===== src/rtl/rd_wr_arb_pkg.sv =====
// Shared types and constants for the read/write command arbiter.
package rd_wr_arb_pkg;

  typedef enum logic [1:0] {IDLE, READ, WRITE} arb_state_t;
  typedef enum logic {GRANT_RD, GRANT_WR} grant_t;

  localparam int CNT_W = 4;

endpackage


===== src/rtl/rd_wr_arbiter_if.sv =====
// Client-request / downstream-command bundle between clients and the arbiter.
interface rd_wr_arbiter_if #(
  parameter int ADDR_W = 8,
  parameter int DATA_W = 8
);
  logic              rd_req;
  logic [ADDR_W-1:0] rd_addr;
  logic              wr_req;
  logic [ADDR_W-1:0] wr_addr;
  logic [DATA_W-1:0] wr_data;
  logic              rd_ack;
  logic              wr_ack;
  logic              rd;
  logic              wr;
  logic [ADDR_W-1:0] addr;
  logic [DATA_W-1:0] wdata;
  logic              busy;

  modport master (
    output rd_req, rd_addr, wr_req, wr_addr, wr_data,
    input  rd_ack, wr_ack, rd, wr, addr, wdata, busy
  );

  modport slave (
    input  rd_req, rd_addr, wr_req, wr_addr, wr_data,
    output rd_ack, wr_ack, rd, wr, addr, wdata, busy
  );
endinterface


===== src/rtl/rr_pick2.sv =====
// Combinational two-way round-robin pick; bit 0 is read, bit 1 is write.
module rr_pick2
  import rd_wr_arb_pkg::*;
(
  input  logic [1:0] req_i,
  input  grant_t     last_i,
  output logic [1:0] gnt_o
);
  always_comb begin
    if (&req_i) gnt_o = (last_i == GRANT_WR) ? 2'b01 : 2'b10;
    else        gnt_o = req_i;
  end
endmodule


===== src/rtl/rd_wr_arbiter.sv =====
// Serialises independent read/write requests onto one rd/wr command port,
// with a mandatory IDLE cycle between commands so rd and wr never overlap.
module rd_wr_arbiter
  import rd_wr_arb_pkg::*;
#(
  parameter int ADDR_W        = 8,
  parameter int DATA_W        = 8,
  parameter int ACCESS_CYCLES = 2
) (
  input  logic               clk,
  input  logic               rst,
  rd_wr_arbiter_if.slave     bus
);
  localparam logic [CNT_W-1:0] CNT_LOAD = CNT_W'(ACCESS_CYCLES - 1);

  arb_state_t        state_q, state_d;
  logic [CNT_W-1:0]  cnt_q, cnt_d;
  grant_t            last_q, last_d;
  logic              rd_q, rd_d, wr_q, wr_d;
  logic              rd_ack_q, rd_ack_d, wr_ack_q, wr_ack_d;
  logic              busy_q, busy_d;
  logic [ADDR_W-1:0] addr_q, addr_d;
  logic [DATA_W-1:0] wdata_q, wdata_d;
  logic [1:0]        gnt;

  rr_pick2 u_pick (
    .req_i  ({bus.wr_req, bus.rd_req}),
    .last_i (last_q),
    .gnt_o  (gnt)
  );

  // Outputs are computed for the next cycle so every port is a flop.
  always_comb begin
    state_d  = state_q;
    cnt_d    = cnt_q;
    last_d   = last_q;
    rd_d     = 1'b0;
    wr_d     = 1'b0;
    rd_ack_d = 1'b0;
    wr_ack_d = 1'b0;
    addr_d   = addr_q;
    wdata_d  = wdata_q;
    case (state_q)
      IDLE: begin
        if (gnt[0]) begin
          state_d  = READ;
          cnt_d    = CNT_LOAD;
          last_d   = GRANT_RD;
          rd_d     = 1'b1;
          rd_ack_d = (CNT_LOAD == '0);
          addr_d   = bus.rd_addr;
        end else if (gnt[1]) begin
          state_d  = WRITE;
          cnt_d    = CNT_LOAD;
          last_d   = GRANT_WR;
          wr_d     = 1'b1;
          wr_ack_d = (CNT_LOAD == '0);
          addr_d   = bus.wr_addr;
          wdata_d  = bus.wr_data;
        end
      end
      READ: begin
        if (cnt_q == '0) state_d = IDLE;
        else begin
          cnt_d    = cnt_q - CNT_W'(1);
          rd_d     = 1'b1;
          rd_ack_d = (cnt_q == CNT_W'(1));
        end
      end
      WRITE: begin
        if (cnt_q == '0) state_d = IDLE;
        else begin
          cnt_d    = cnt_q - CNT_W'(1);
          wr_d     = 1'b1;
          wr_ack_d = (cnt_q == CNT_W'(1));
        end
      end
      default: state_d = IDLE;
    endcase
    busy_d = (state_d != IDLE);
  end

  always_ff @(posedge clk) begin
    if (rst) begin
      state_q  <= IDLE;
      cnt_q    <= '0;
      last_q   <= GRANT_WR;
      rd_q     <= 1'b0;
      wr_q     <= 1'b0;
      rd_ack_q <= 1'b0;
      wr_ack_q <= 1'b0;
      busy_q   <= 1'b0;
      addr_q   <= '0;
      wdata_q  <= '0;
    end else begin
      state_q  <= state_d;
      cnt_q    <= cnt_d;
      last_q   <= last_d;
      rd_q     <= rd_d;
      wr_q     <= wr_d;
      rd_ack_q <= rd_ack_d;
      wr_ack_q <= wr_ack_d;
      busy_q   <= busy_d;
      addr_q   <= addr_d;
      wdata_q  <= wdata_d;
    end
  end

  assign bus.rd     = rd_q;
  assign bus.wr     = wr_q;
  assign bus.rd_ack = rd_ack_q;
  assign bus.wr_ack = wr_ack_q;
  assign bus.busy   = busy_q;
  assign bus.addr   = addr_q;
  assign bus.wdata  = wdata_q;
endmodule


===== src/flat_wrapper.sv =====
// flat-port wrapper written by rule: the top's interface ports become plain ports
module rd_wr_arbiter_flat import rd_wr_arb_pkg::*;
#(
  parameter int ADDR_W        = 8,
  parameter int DATA_W        = 8,
  parameter int ACCESS_CYCLES = 2
)
  (clk, rst, bus_rd_req, bus_rd_addr, bus_wr_req, bus_wr_addr, bus_wr_data, bus_rd_ack, bus_wr_ack, bus_rd, bus_wr, bus_addr, bus_wdata, bus_busy);
  rd_wr_arbiter_if #(.ADDR_W(ADDR_W), .DATA_W(DATA_W)) bus_i ();
  input  logic clk;
  input  logic rst;
  input wire logic [$bits(bus_i.rd_req)-1:0] bus_rd_req;
  input wire logic [$bits(bus_i.rd_addr)-1:0] bus_rd_addr;
  input wire logic [$bits(bus_i.wr_req)-1:0] bus_wr_req;
  input wire logic [$bits(bus_i.wr_addr)-1:0] bus_wr_addr;
  input wire logic [$bits(bus_i.wr_data)-1:0] bus_wr_data;
  output wire logic [$bits(bus_i.rd_ack)-1:0] bus_rd_ack;
  output wire logic [$bits(bus_i.wr_ack)-1:0] bus_wr_ack;
  output wire logic [$bits(bus_i.rd)-1:0] bus_rd;
  output wire logic [$bits(bus_i.wr)-1:0] bus_wr;
  output wire logic [$bits(bus_i.addr)-1:0] bus_addr;
  output wire logic [$bits(bus_i.wdata)-1:0] bus_wdata;
  output wire logic [$bits(bus_i.busy)-1:0] bus_busy;
  assign bus_i.rd_req = bus_rd_req;
  assign bus_i.rd_addr = bus_rd_addr;
  assign bus_i.wr_req = bus_wr_req;
  assign bus_i.wr_addr = bus_wr_addr;
  assign bus_i.wr_data = bus_wr_data;
  assign bus_rd_ack = bus_i.rd_ack;
  assign bus_wr_ack = bus_i.wr_ack;
  assign bus_rd = bus_i.rd;
  assign bus_wr = bus_i.wr;
  assign bus_addr = bus_i.addr;
  assign bus_wdata = bus_i.wdata;
  assign bus_busy = bus_i.busy;
  rd_wr_arbiter #(.ADDR_W(ADDR_W), .DATA_W(DATA_W), .ACCESS_CYCLES(ACCESS_CYCLES)) u_core (.clk(clk), .rst(rst), .bus(bus_i));
endmodule

===== config.mk =====
export PLATFORM = sky130hd
export DESIGN_NAME = rd_wr_arbiter_flat
export DESIGN_NICKNAME = d
export VERILOG_FILES = /design/src/rtl/rd_wr_arb_pkg.sv /design/src/rtl/rd_wr_arbiter_if.sv /design/src/rtl/rr_pick2.sv /design/src/rtl/rd_wr_arbiter.sv /design/src/flat_wrapper.sv
export SDC_FILE = /design/constraint.sdc
export NUM_CORES = 1
export LEC_CHECK = 0
export ABC_AREA = 1
export CORE_ASPECT_RATIO = 1.75
export CORE_UTILIZATION = 44
export CTS_BUF_LIST = sky130_fd_sc_hd__clkbuf_4 sky130_fd_sc_hd__clkbuf_8 sky130_fd_sc_hd__clkbuf_16
export CTS_CLUSTER_DIAMETER = 30
export DETAILED_ROUTE_END_ITERATION = 7
export GPL_TIMING_DRIVEN = 0
export PLACE_DENSITY = 0.78
export SYNTH_ARGS = -nofsm -noshare
export SYNTH_HDL_FRONTEND = slang
export SYNTH_SLANG_ARGS = --single-unit
export TNS_END_PERCENT = 20

===== constraint.sdc =====
create_clock -name clk -period 1.9 [get_ports clk]
set_input_delay 0.38 -clock clk [delete_from_list [all_inputs] [get_ports clk]]
set_output_delay 0.38 -clock clk [all_outputs]
set_load 0.005 [all_outputs]

Word-level counts from Yosys, hierarchy flattened. Cells that the tools add are included.

Equality and inequality tests: 5. $lt $le $gt $ge: 0. Reductions and logical operators: 12. Add/subtract/negate cells: 1. Muxes and demuxes: 21. Bitwise logic cells: 3. Shift-type cells: 0. Multiply operators: 0. Div/mod/pow operators: 0.

Operators by type and width (count): 8-bit 2-to-1 mux (2); 4-bit 2-to-1 mux (3); 2-bit 2-to-1 mux (5); 4-bit case mux with 2 select lines (1); 1-bit 2-to-1 mux (7); 3-bit AND reduction (2); 2-bit nonzero test (3); 2-bit OR reduction (3); 4-bit by 1-bit == test with 1-bit output (second input constant) (1); 4-bit logical NOT (1); 1-bit case mux with 2 select lines (2); 2-bit case mux with 2 select lines (1); 2-bit AND reduction (2); 4-bit by 1-bit subtractor with 4-bit output (second input constant) (1); 3-bit by 1-bit != test with 1-bit output (second input constant) (1); 1-bit NOT (3); 2-bit by 1-bit == test with 1-bit output (second input constant) (1); 2-bit == test (second input constant) (1); 2-bit logical NOT (1); 2-bit != test (second input constant) (1).

Flip-flop bits (word level): 28. Logic and storage cells: 52. Bits in read-only memories: 0. Output and inout bits: 21. Bits in latches: 0. RAM bits: 0. Memories kept: 0.

Longest topological paths before layout. Gate-level depths: netlist (run 1).

Word-level depth: 6. Gate-level depth with buffers: 9.

Modules after synthesis. Synthesis (run 1) repeated with hierarchy kept, for this count alone.

Cell total of the unflattened synthesis: 168. Area total of the unflattened synthesis: 1276.2 sq um.

By module, submodules not included: rd_wr_arbiter (cells each 163, seq. area each 560.5 sq um, times used 1, area each 1255.0 sq um); rr_pick2 (cells each 5, seq. area each 0.0 sq um, times used 1, area each 21.3 sq um).

Least setup slack after synthesis (run 1). Ideal clock, no wire load.

Path kind: reg-to-reg. Start: register u_core.state_q[0]. End: register u_core.addr_q[6], in the netlist u_core.bus.addr[6]. Buffers on the path: 1. Arrival time: 1.305 ns. Period minus slack after synthesis: 1.418 ns. Setup time: 0.113 ns. Path slack: 0.482 ns. Stages on the path, launching flop included: 10. Cells stage by stage: dfxtp_1 > inv_1 > ha_1 > inv_1 > nor2_8 > nor2_8 > buf_6 > nand2_1 > nand2_1 > nor2_1.

Longest elaborated chain between the ends: 2.

RTL lines: from (decl) (RTL line rd_wr_arbiter.sv:16) `arb_state_t state_q, state_d;`; from (signal assigned) (RTL line rd_wr_arbiter.sv:96) `state_q <= state_d;`; 2-bit logical NOT (RTL line rd_wr_arbiter.sv:43) `case (state_q)`; 2-bit AND reduction (no source line); to (signal assigned) (RTL line rd_wr_arbiter.sv:104) `addr_q <= addr_d;`; to (decl) (RTL line rd_wr_arbiter.sv:22) `logic [ADDR_W-1:0] addr_q, addr_d;`.

Every way passes these cells. A chain may end at the register's enable or synchronous reset.

Final worst setup path (run 1).
Start: register u_core.state_q[1]. End: register u_core.cnt_q[1].

Longest elaborated chain between the ends: 4.

RTL lines: 2-bit by 1-bit == test with 1-bit output or 2-bit == test (tied branches) (RTL line rd_wr_arbiter.sv:43); 2-bit OR reduction (no source line); 2-bit != test (no source line) or 2-bit nonzero test (tied branches); 3-bit AND reduction (no source line); to (signal assigned) (RTL line rd_wr_arbiter.sv:97) `cnt_q <= cnt_d;`; to (decl) (RTL line rd_wr_arbiter.sv:17) `logic [CNT_W-1:0] cnt_q, cnt_d;`.

Parallel ways exist; a longest one is shown, timed or not.

==> flow_summary_export.csv, run 1 <==
group,metric,value,unit
status,status,"completed",
cells_and_area,seqCellArea,560.5,µm²
global_route,grt-ovfl-total,0,
worst_setup_path,crit_start,"u_core.state_q[1]$_SDFF_PP0_",
global_route,antenna_found_initial,0,
clock_tree,cts_root_buffer,"clkbuf_8",
clock_tree,ctsHoldBuffers,0,
worst_setup_path,start_kind,"flip-flop",
pwr,power_density,797.2,mW/mm²
global_route,gr-usage-met3,4.706,%
cells_and_area,antenna_cells,0,
routing,vias,1368,
clock_tree,clock_path_buffers,2,
worst_setup_path,r2r-start,"u_core.state_q[1]$_SDFF_PP0_",
yosys,ys_ff_latch,28,
yosys,yosysWarnings,0,
placement,io_buffers,48,
yosys,syn_inst,205,
global_route,met1_usage,20.67,%
cells_and_area,multi_input_area,703.2,µm²
min_path,min-delay-start,"u_core.cnt_q[0]$_SDFFE_PP0P_",
timing,final.min_clock_period,1.616,ns
timing,min_period_over_period,85.05,%
timing,fin_tns_setup,0,ns
worst_setup_path,worstPathRequired,2.08,ns
min_path,min_to,"u_core.cnt_q[0]$_SDFFE_PP0P_",
yosys,avgSynthCellArea,6.879,µm²
pwr,p_leak,0.9554,nW
cells_and_area,area_delta_synth_final,40.73,%
yosys,synth.net_count,239,
placement,dpl_worst_slack,0.08646,ns
clock_tree,h-tree-depth,1,
floorplan,core,0.002993,mm²
cells_and_area,fin_nets,292,
floorplan,rows,26,
timing,clock.fmax,0.6188,GHz
global_route,grt_use_met2,35.88,%
worst_setup_path,ff2ff_path_depth,7,
worst_setup_path,r2r_slack,0.28,ns
worst_setup_path,cp-end-kind,"flip-flop",
clock_tree,clock-sinks,28,
run,cap_violations,0,
routing,drt_first_pass_iters,4,
worst_setup_path,crit_arrival,1.80,ns
routing,drc,0,
clock_tree,cts_tree,"done",
global_route,grt_pass1_wl,5209,µm
cells_and_area,fill_cells,289,
placement,dp_hpwl,2389,µm
global_route,grt_util_all_layers,19.94,%
global_route,grt_max_degree,15,
yosys,synth_seq_area_share,39.75,%
floorplan,die_area,0.003444,mm²
clock_tree,clkTransAtPathRegs,0.09,ns
yosys,ys_types,18,
yosys,synth.cell_area,0.001410,mm²
timing,clock_skew,0.001581,ns
timing,maxSlewHeadroom,74.36,%
min_path,min_path_cells,2,
min_path,hold_path_class,"reg -> reg",
timing,finalWorstSetupSlack,0.2840,ns
floorplan,die_h,76.89,µm
clock_tree,cts.repair.resized,0,
routing,drt_iter0_markers,17,
floorplan,die_width,44.80,µm
pwr,ir_drop,0.0005762,V
pwr,finalPower,1.582,mW
clock_tree,post-cts-setup-buffers,0,
floorplan,initial_core_util,47.12,%
worst_setup_path,worstSetupPathType,"reg -> reg",
worst_setup_path,worstPathMaxFanout,7,
worst_setup_path,rr_endpoint,"u_core.cnt_q[1]$_SDFFE_PP0P_",
timing,worst_slew_pin_slew,0.3847,ns
routing,wl,3107,µm
routing,ant_nets,0,
timing,final_hold_viol_count,0,
clock_tree,clk_latency,0.28,ns
routing,avgRoutedWirePerCell,10.43,µm
cells_and_area,drive_gt1_share,6.250,%
floorplan,ioPinCount,49,
clock_tree,numCtsBuffers,3,
global_route,grt_pass1_vias,1285,
routing,viasPerCell,4.591,
timing,rsz0062_at_grt,"false",
timing,finalSetupViolCount,0,
global_route,top_usage_layer,"met2",
placement,gp_congestion,0.8186,
timing,finalMaxSlewViolations,0,
## kinds of logic after synthesis
group | Yosys count | synth area share (%)
AOI/OAI and AO/OA | 14 | 5.146
DFF | 28 | 39.75
buffers and inverters | 32 | 10.38
adders and majority gates | 6 | 5.324
and+or+nand+nor | 125 | 39.40
## area by class of cell
cell class | count | share of cell area [%]
multi-input combinational | 145 | 35.44
sequential | 28 | 28.25
timing repair buffer | 48 | 24.21
inverter | 26 | 4.918
tap | 42 | 2.648
buffer | 6 | 2.459
clock buffer | 3 | 2.081
## power by group
group          total (mW)  internal (mW)  leakage (nW)  switching (mW)
Combinational       0.551          0.275         0.703           0.277
Clock               0.323          0.143        0.0216           0.180
Sequential          0.708          0.664         0.231          0.0436
Total                1.58           1.08         0.955           0.500
## registers in the layout, indices dropped and copies added, names as in the netlist
| register | flops |
|---|---|
| u_core.state_q | 2 |
| u_core.bus.rd | 1 |
| u_core.bus.wdata | 8 |
| u_core.bus.addr | 8 |
| u_core.last_q | 1 |
| u_core.bus.rd_ack | 1 |
| u_core.bus.wr_ack | 1 |
| u_core.cnt_q | 4 |
| u_core.bus.wr | 1 |
| u_core.bus.busy | 1 |
## critical path, cell delays in order (launching register included)
cell and delay (ns):
dfxtp_1 0.40, inv_1 0.10, ha_1 0.42, nand3_1 0.19, nand3_1 0.22, nand2_1 0.09
nand2_1 0.06, nor2_1 0.04
## metal layers
layer	wire [µm]	share of wire (%)
met5	0	0
met4	55	1.8
met3	243	7.8
met2	1535	49
met1	1272	41
## cell usage after synthesis (all sizes together)
cell type / instances / area share, %
clkbuf: 1 / 0.27
nand3: 17 / 6.0
dfxtp: 28 / 40
inv: 26 / 6.9
o21ai: 9 / 3.2
buf: 5 / 3.2
nor2: 45 / 15
nand2: 60 / 17
nand4: 3 / 1.3
ha: 6 / 5.3
a21oi: 4 / 1.4
o31ai: 1 / 0.53
## worst max path at each step
stage	slack [ns]	cells after the start	end
floorplan	0.48	9	u_core.bus.addr[6]$_SDFFE_PP0P_
global placement	0.1	9	u_core.bus.busy$_SDFF_PP0_
detailed placement	0.09	9	u_core.bus.busy$_SDFF_PP0_
CTS	0.29	7	u_core.cnt_q[1]$_SDFFE_PP0P_
global route	0.12	7	u_core.cnt_q[1]$_SDFFE_PP0P_
finish	0.28	7	u_core.cnt_q[1]$_SDFFE_PP0P_
## placed cells by master, fill, tap and decap left out
master / count
clkbuf_1: 1
buf_4: 3
dfxtp_1: 28
inv_1: 24
nor2_1: 42
buf_6: 2
nand3_1: 17
o21ai_0: 9
inv_2: 2
clkbuf_8: 3
o31ai_1: 1
nand4_1: 3
nor2_4: 1
nand2_2: 1
nand2_4: 2
ha_1: 6
a21oi_1: 4
clkdlybuf4s50_1: 48
nor2_8: 2
nand2_1: 57
## through the flow
| stage | hold slack (ns) | cell area, µm² | util, % | std cells |
|---|---|---|---|---|
| floorplan | 0.4491 | 1410 | - | 205 |
| global placement | 0.4901 | 1943 | 64.92 | 295 |
| detailed placement | 0.4905 | 1943 | 64.92 | 295 |
| CTS | 0.5044 | 1984 | 66.30 | 298 |
| global route | 0.5300 | 1984 | 66.30 | 298 |
| finish | 0.5036 | 1984 | 66.30 | 298 |
Note: power is estimated with default switching activity, not from simulation.
==> inputs of run 2 (changes only) <==
--- a/config.mk
+++ b/config.mk
@@ -6,9 +6,9 @@
 export NUM_CORES = 1
 export LEC_CHECK = 0
 export ABC_AREA = 1
+export CAP_MARGIN = 20
 export CORE_ASPECT_RATIO = 1.75
 export CORE_UTILIZATION = 44
-export CTS_BUF_LIST = sky130_fd_sc_hd__clkbuf_4 sky130_fd_sc_hd__clkbuf_8 sky130_fd_sc_hd__clkbuf_16
 export CTS_CLUSTER_DIAMETER = 30
 export DETAILED_ROUTE_END_ITERATION = 7
 export GPL_TIMING_DRIVEN = 0
==> results of run 2 <==
The final DEF is identical to that of run 1; final timing and power are the same.
